`config.mk`:
```
export PLATFORM = sky130hd
export DESIGN_NAME = mat_mult_ctrl
export DESIGN_NICKNAME = d
export VERILOG_FILES = /design/src/rtl/mat_mult_ctrl.sv
export SDC_FILE = /design/constraint.sdc
export NUM_CORES = 1
export LEC_CHECK = 0
export BUFFER_PORTS_ARGS = -buffer_cell sky130_fd_sc_hd__buf_2
export CAP_MARGIN = 30
export CORE_ASPECT_RATIO = 1.25
export CORE_UTILIZATION = 55
export CTS_CLUSTER_SIZE = 30
export DETAILED_ROUTE_END_ITERATION = 10
export GPL_TIMING_DRIVEN = 0
export MAX_ROUTING_LAYER = met4
export PLACE_DENSITY = 0.85
export SLEW_MARGIN = 25
export SYNTH_ARGS = -nofsm -noshare
export SYNTH_HDL_FRONTEND = slang
export SYNTH_SLANG_ARGS = --single-unit
```
`constraint.sdc`:
```
create_clock -name clk -period 21.4 [get_ports clk]
set_clock_uncertainty 0.15 [all_clocks]
set_input_delay 1.07 -clock clk [delete_from_list [all_inputs] [get_ports clk]]
set_output_delay 1.07 -clock clk [all_outputs]
set_load 0.02 [all_outputs]
```
`src/rtl/mat_mult_ctrl.sv`:
```
// Streaming load / run / drain controller wrapped around the mat_mult array multiplier.
// Optional RUN watchdog enabled by defining MAT_MULT_CTRL_TIMEOUT_EN.
module mat_mult_ctrl #(
  parameter int N_ROWS    = 2,
  parameter int N_COLUMNS = 2,
  parameter int TIMEOUT   = 255
) (
  input  logic               clk,
  input  logic               reset,
  input  logic               in_valid,
  output logic               in_ready,
  input  logic signed [31:0] in_data,
  output logic signed [31:0] mat1 [N_ROWS][N_COLUMNS],
  output logic signed [31:0] mat2 [N_ROWS][N_COLUMNS],
  output logic               enable_mult,
  input  logic               mult_done,
  input  logic signed [31:0] mat_out [N_ROWS][N_COLUMNS],
  output logic               out_valid,
  input  logic               out_ready,
  output logic signed [31:0] out_data,
  output logic               out_last,
  output logic               timeout_err
);

  localparam int E   = N_ROWS * N_COLUMNS;
  localparam int KW  = $clog2(E + 1);
  localparam int RCW = $clog2(TIMEOUT + 1);
  localparam logic [KW-1:0]  K_LAST  = KW'(E - 1);
  localparam logic [RCW-1:0] RUN_MAX = {RCW{1'b1}};
`ifdef MAT_MULT_CTRL_TIMEOUT_EN
  localparam logic [RCW-1:0] RUN_LAST = RCW'(TIMEOUT - 1);
`endif

  typedef enum logic [1:0] {
    LOAD_A = 2'd0,
    LOAD_B = 2'd1,
    RUN    = 2'd2,
    DRAIN  = 2'd3
  } state_t;

  state_t             state_r;
  logic [KW-1:0]      k_r;
  logic [RCW-1:0]     run_cnt_r;
  logic               enable_r;
  logic               out_valid_r;
  logic signed [31:0] out_data_r;
  logic               out_last_r;
  logic signed [31:0] mat1_r   [N_ROWS][N_COLUMNS];
  logic signed [31:0] mat2_r   [N_ROWS][N_COLUMNS];
  logic signed [31:0] result_r [N_ROWS][N_COLUMNS];
  logic signed [31:0] next_elem_s;
`ifdef MAT_MULT_CTRL_TIMEOUT_EN
  logic               timeout_err_r;
`endif

  assign in_ready    = (state_r == LOAD_A) || (state_r == LOAD_B);
  assign enable_mult = enable_r;
  assign out_valid   = out_valid_r;
  assign out_data    = out_data_r;
  assign out_last    = out_last_r;
  assign mat1        = mat1_r;
  assign mat2        = mat2_r;
`ifdef MAT_MULT_CTRL_TIMEOUT_EN
  assign timeout_err = timeout_err_r;
`else
  assign timeout_err = 1'b0;
`endif

  // Select the result element that follows the one currently presented.
  always_comb begin
    next_elem_s = 32'sd0;
    for (int r = 0; r < N_ROWS; r++) begin
      for (int c = 0; c < N_COLUMNS; c++) begin
        next_elem_s = (int'(k_r) + 1 == r * N_COLUMNS + c) ? result_r[r][c] : next_elem_s;
      end
    end
  end

  // Controller FSM: operand loading, multiply handshake, result serialisation.
  always_ff @(posedge clk or posedge reset) begin
    if (reset) begin
      state_r     <= LOAD_A;
      k_r         <= {KW{1'b0}};
      run_cnt_r   <= {RCW{1'b0}};
      enable_r    <= 1'b0;
      out_valid_r <= 1'b0;
      out_data_r  <= 32'sd0;
      out_last_r  <= 1'b0;
`ifdef MAT_MULT_CTRL_TIMEOUT_EN
      timeout_err_r <= 1'b0;
`endif
      for (int r = 0; r < N_ROWS; r++) begin
        for (int c = 0; c < N_COLUMNS; c++) begin
          mat1_r[r][c]   <= 32'sd0;
          mat2_r[r][c]   <= 32'sd0;
          result_r[r][c] <= 32'sd0;
        end
      end
    end else begin
      case (state_r)
        LOAD_A: begin
          if (in_valid) begin
            for (int r = 0; r < N_ROWS; r++) begin
              for (int c = 0; c < N_COLUMNS; c++) begin
                if (k_r == KW'(r * N_COLUMNS + c)) mat1_r[r][c] <= in_data;
              end
            end
`ifdef MAT_MULT_CTRL_TIMEOUT_EN
            timeout_err_r <= 1'b0;
`endif
            if (k_r == K_LAST) begin
              k_r     <= {KW{1'b0}};
              state_r <= LOAD_B;
            end else begin
              k_r <= k_r + KW'(1);
            end
          end
        end
        LOAD_B: begin
          if (in_valid) begin
            for (int r = 0; r < N_ROWS; r++) begin
              for (int c = 0; c < N_COLUMNS; c++) begin
                if (k_r == KW'(r * N_COLUMNS + c)) mat2_r[r][c] <= in_data;
              end
            end
            if (k_r == K_LAST) begin
              k_r       <= {KW{1'b0}};
              enable_r  <= 1'b1;
              run_cnt_r <= {RCW{1'b0}};
              state_r   <= RUN;
            end else begin
              k_r <= k_r + KW'(1);
            end
          end
        end
        RUN: begin
          // A done seen on the first RUN cycle may be left over from the previous job.
          if (mult_done && (run_cnt_r != {RCW{1'b0}})) begin
            result_r    <= mat_out;
            enable_r    <= 1'b0;
            out_valid_r <= 1'b1;
            out_data_r  <= mat_out[0][0];
            out_last_r  <= (K_LAST == KW'(0));
            k_r         <= {KW{1'b0}};
            state_r     <= DRAIN;
          end
`ifdef MAT_MULT_CTRL_TIMEOUT_EN
          else if (run_cnt_r == RUN_LAST) begin
            timeout_err_r <= 1'b1;
            enable_r      <= 1'b0;
            k_r           <= {KW{1'b0}};
            state_r       <= LOAD_A;
          end
`endif
          else if (run_cnt_r != RUN_MAX) begin
            run_cnt_r <= run_cnt_r + RCW'(1);
          end
        end
        DRAIN: begin
          if (out_ready) begin
            if (k_r == K_LAST) begin
              out_valid_r <= 1'b0;
              out_data_r  <= 32'sd0;
              out_last_r  <= 1'b0;
              k_r         <= {KW{1'b0}};
              state_r     <= LOAD_A;
            end else begin
              k_r        <= k_r + KW'(1);
              out_data_r <= next_elem_s;
              out_last_r <= (k_r + KW'(1) == K_LAST);
            end
          end
        end
        default: begin
          state_r <= LOAD_A;
        end
      endcase
    end
  end

endmodule

```
==> flow_metrics.py <==
metrics = {
    "place": {
        "routabilityCongestion": 0.9127,
        "port_buffers": 456,
        "dp_hpwl_um": 39400,
        "dp.cells": 2481,
    },
    "setup_path": {
        "path_cells": "inv_1 -> ha_1 -> nor2_1 -> inv_1 -> buf_2",
        "worstPathArrival_ns": 1.84,
        "slowest_delay_ns": 0.42,
        "crit_path_start_kind": "register",
        "r2r_cells": 8,
        "cpLargestDelayFamily": "buffers and inverters",
        "rrSetupSlack_ns": 18.52,
        "critPathMaxFanout": 7,
        "cp_common_cell": "inv_1",
        "r2r-start": "k_r[0]$_DFFE_PP0P_",
        "worstReg2RegEnd": "out_data[8]$_DFFE_PP0P_",
        "worst_path_max_delay_cell": "dfrtp_1",
        "worstPathRequired_ns": 20.18,
        "worstSetupPathType": "reg2out",
        "cp-end-kind": "output pin",
        "critPathBufInv": 3,
    },
    "global_routing": {
        "grt_max_degree": 101,
        "grt_pass1_wl_um": 84390,
        "grt.total_usage_pct": 34.26,
        "overflow": 0,
        "use_met3_pct": 6.418,
        "gr-max-usage-layer": "met2",
        "grtUsageMet2_pct": 55.95,
        "met1_usage_pct": 37.91,
        "grt_antenna_before_repair": 6,
        "first_global_vias": 15186,
    },
    "detailed_routing": {
        "viasPerCell": 5.894,
        "routed_wl_um": 55880,
        "drt_pass1_iterations": 7,
        "drc": 0,
        "wl_per_cell_um": 21.84,
        "drt-initial-drc-count": 1259,
        "vias": 15078,
        "ant_nets": 0,
    },
    "die": {
        "die_width_um": 164.3,
        "initial_core_util_pct": 56.48,
        "die_area_um2": 33660,
        "rows": 73,
        "ios": 458,
        "core_um2": 32060,
        "dieHeight_um": 204.9,
    },
    "timing": {
        "fin_setup_tns_ns": 0,
        "setup_viol": 0,
        "worst_pin_slew_ns": 0.7725,
        "rsz0062_at_grt": "no",
        "finalMaxSlewViolations": 0,
        "fin_crit_ns": 3.059,
        "period_share_pct": 14.29,
        "slew_headroom_pct": 48.50,
        "finalHoldViolCount": 0,
        "max_freq_ghz": 0.3269,
    },
    "logic_synthesis": {
        "yosys_warnings": 0,
        "ys_async_sr_fraction_pct": 100.0,
        "synthCells": 1608,
        "synth_common_cells": "nand2_1 (488), dfrtp_1 (432), mux2_2 (224)",
        "yosysTopAreaCell": "dfrtp_1",
        "yosysSeqAreaShare_pct": 59.70,
        "synth_edf_count": 0,
        "synth_seq_cells": 432,
        "synth_top_area_share_pct": 59.70,
        "synth-main-ff-cell": "dfrtp_1",
        "syn_nets": 1786,
        "synthesis.area_um2": 18110,
        "yosys.cell_count.top_type": "nand2_1",
        "avgSynthCellArea_um2": 11.26,
        "yosys-top-cells-area": "dfrtp_1 (60%), mux2_2 (14%), nand2_1 (10%)",
        "post_synth_num_cell_types": 50,
    },
    "cts": {
        "ctsHoldBuffers": 0,
        "cts_tree": "yes",
        "cts_resized": 0,
        "clkSinkCount": 432,
        "clockBufferDepth": 3,
        "cts_setup_buffers": 0,
        "clkTransAtPathRegs_ns": 0.07,
        "clock_latency_ns": 0.56,
        "clockRootBuffer": "clkbuf_16",
        "cts-buffers-inserted": 42,
        "htree_num_levels": 2,
    },
    "cells_and_area": {
        "drive_gt1_share_pct": 37.80,
        "n_fill_cell": 2197,
        "area_growth_pct": 23.87,
        "layout.nets": 2291,
        "instances_no_fill": 2558,
    },
    "flow_run": {
        "maxCapViolations": 0,
    },
    "status": {
        "outcome": "completed",
    },
    "worst_hold_path": {
        "min_path_type": "reg2reg",
        "holdPathEnd": "mat2[7]$_DFFE_PP0P_",
        "hp-start": "mat2[7]$_DFFE_PP0P_",
        "hold_depth": 2,
    },
    "power_and_ir_drop": {
        "p_leak_nw": 11.71,
        "power_density_nw_per_um2": 173.4,
        "finalPower_w": 0.003890,
        "ir_drop_mv": 0.1257,
    },
}
==> kinds of logic after synthesis <==
group,Yosys count,share of synthesized area (%)
AOI/OAI and AO/OA,175,7.220
DFF,432,59.70
muxes,228,14.16
and+or+nand+nor,628,14.79
adders and majority gates,13,0.8982
other,1,0.02071
buffers and inverters,131,3.213
==> power by group <==
group          leakage, nW  switching (W)  internal, W
Combinational         5.62        0.00105     0.000651
Sequential            5.41       0.000235      0.00120
Clock                0.680       0.000320     0.000430
==> stage by stage <==
step / setup slack (ns) / hold WS (ns) / util, % / cell area [µm²]
floorplan: 8.148 / 0.2891 / - / 18110
global placement: 4.478 / 0.3044 / 65.21 / 20910
detailed placement: 18.51 / 0.3077 / 65.66 / 21050
CTS: 18.33 / 0.3231 / 69.92 / 22420
global route: 18.28 / 0.3412 / 69.96 / 22430
finish: 18.34 / 0.3216 / 69.96 / 22430
==> cells in the final DEF, fill, tap and decap left out, types with 15 or more instances in the layout <==
master,count
clkbuf_16,42
nand3_1,66
a221o_1,18
buf_2,504
buf_1,15
a22oi_1,21
inv_1,19
nor3b_1,18
a211o_1,29
dfrtp_1,432
nand2_1,488
nand2b_1,20
o22ai_1,28
mux2_2,224
o21ai_0,25
clkbuf_1,49
==> per-layer routing <==
metal / wire (µm) / share of wire, % / up-vias
li1: - / - / 6523
met4: 3864 / 6.9 / 0
met5: 0 / 0 / -
met2: 27600 / 49 / 880
met3: 4553 / 8.1 / 255
met1: 19850 / 36 / 7420
==> flip-flops by register name (all words and copies together) (netlist names) <==
signal       cells
out_data        32
out_last         1
k_r              3
mat2           128
enable_mult      1
state_r          2
run_cnt_r        8
mat1           128
out_valid        1
result_r       128
==> worst reg2reg max path, delay by kind of cell, from the launching register on <==
family | cells | cell delay [ns]
AO/OA/AOI/OAI | 2 | 0.46
adder cells (fa/ha/maj) | 2 | 0.62
buffers and inverters | 2 | 0.74
flip-flops | 1 | 0.46
AND/OR/NAND/NOR | 2 | 0.36
==> worst max path at each step <==
| stage | slack [ns] | startpoint | end | cells after the start |
|---|---|---|---|---|
| after CTS | 18.33 | state_r[1]$_DFFE_PP0P_ | in_ready | 5 |
| final | 18.34 | state_r[1]$_DFFE_PP0P_ | in_ready | 5 |
| after global routing | 18.28 | state_r[1]$_DFFE_PP0P_ | in_ready | 5 |
| after floorplan | 8.15 | reset | enable_mult$_DFFE_PP0P_ | 1 |
| after global placement | 4.48 | reset | mat2[70]$_DFFE_PP0P_ | 2 |
| after detailed placement | 18.51 | in_valid | mat1[21]$_DFFE_PP0P_ | 4 |
==> final cells by class <==
class                   instances  area [µm²]  area share [%]
clock buffers                  54        1156           5.154
repair buffers                461        2420           10.79
well taps                     412       515.5           2.298
clock inverters                17       207.7          0.9260
inverters                      20       82.58          0.3682
plain buffers                 111       506.7           2.259
multi-input cells            1045        6716           29.94
flip-flops and latches        432       10810           48.20
diodes                          6       15.01         0.06694
No activity file was read; power rests on OpenSTA's default activity.
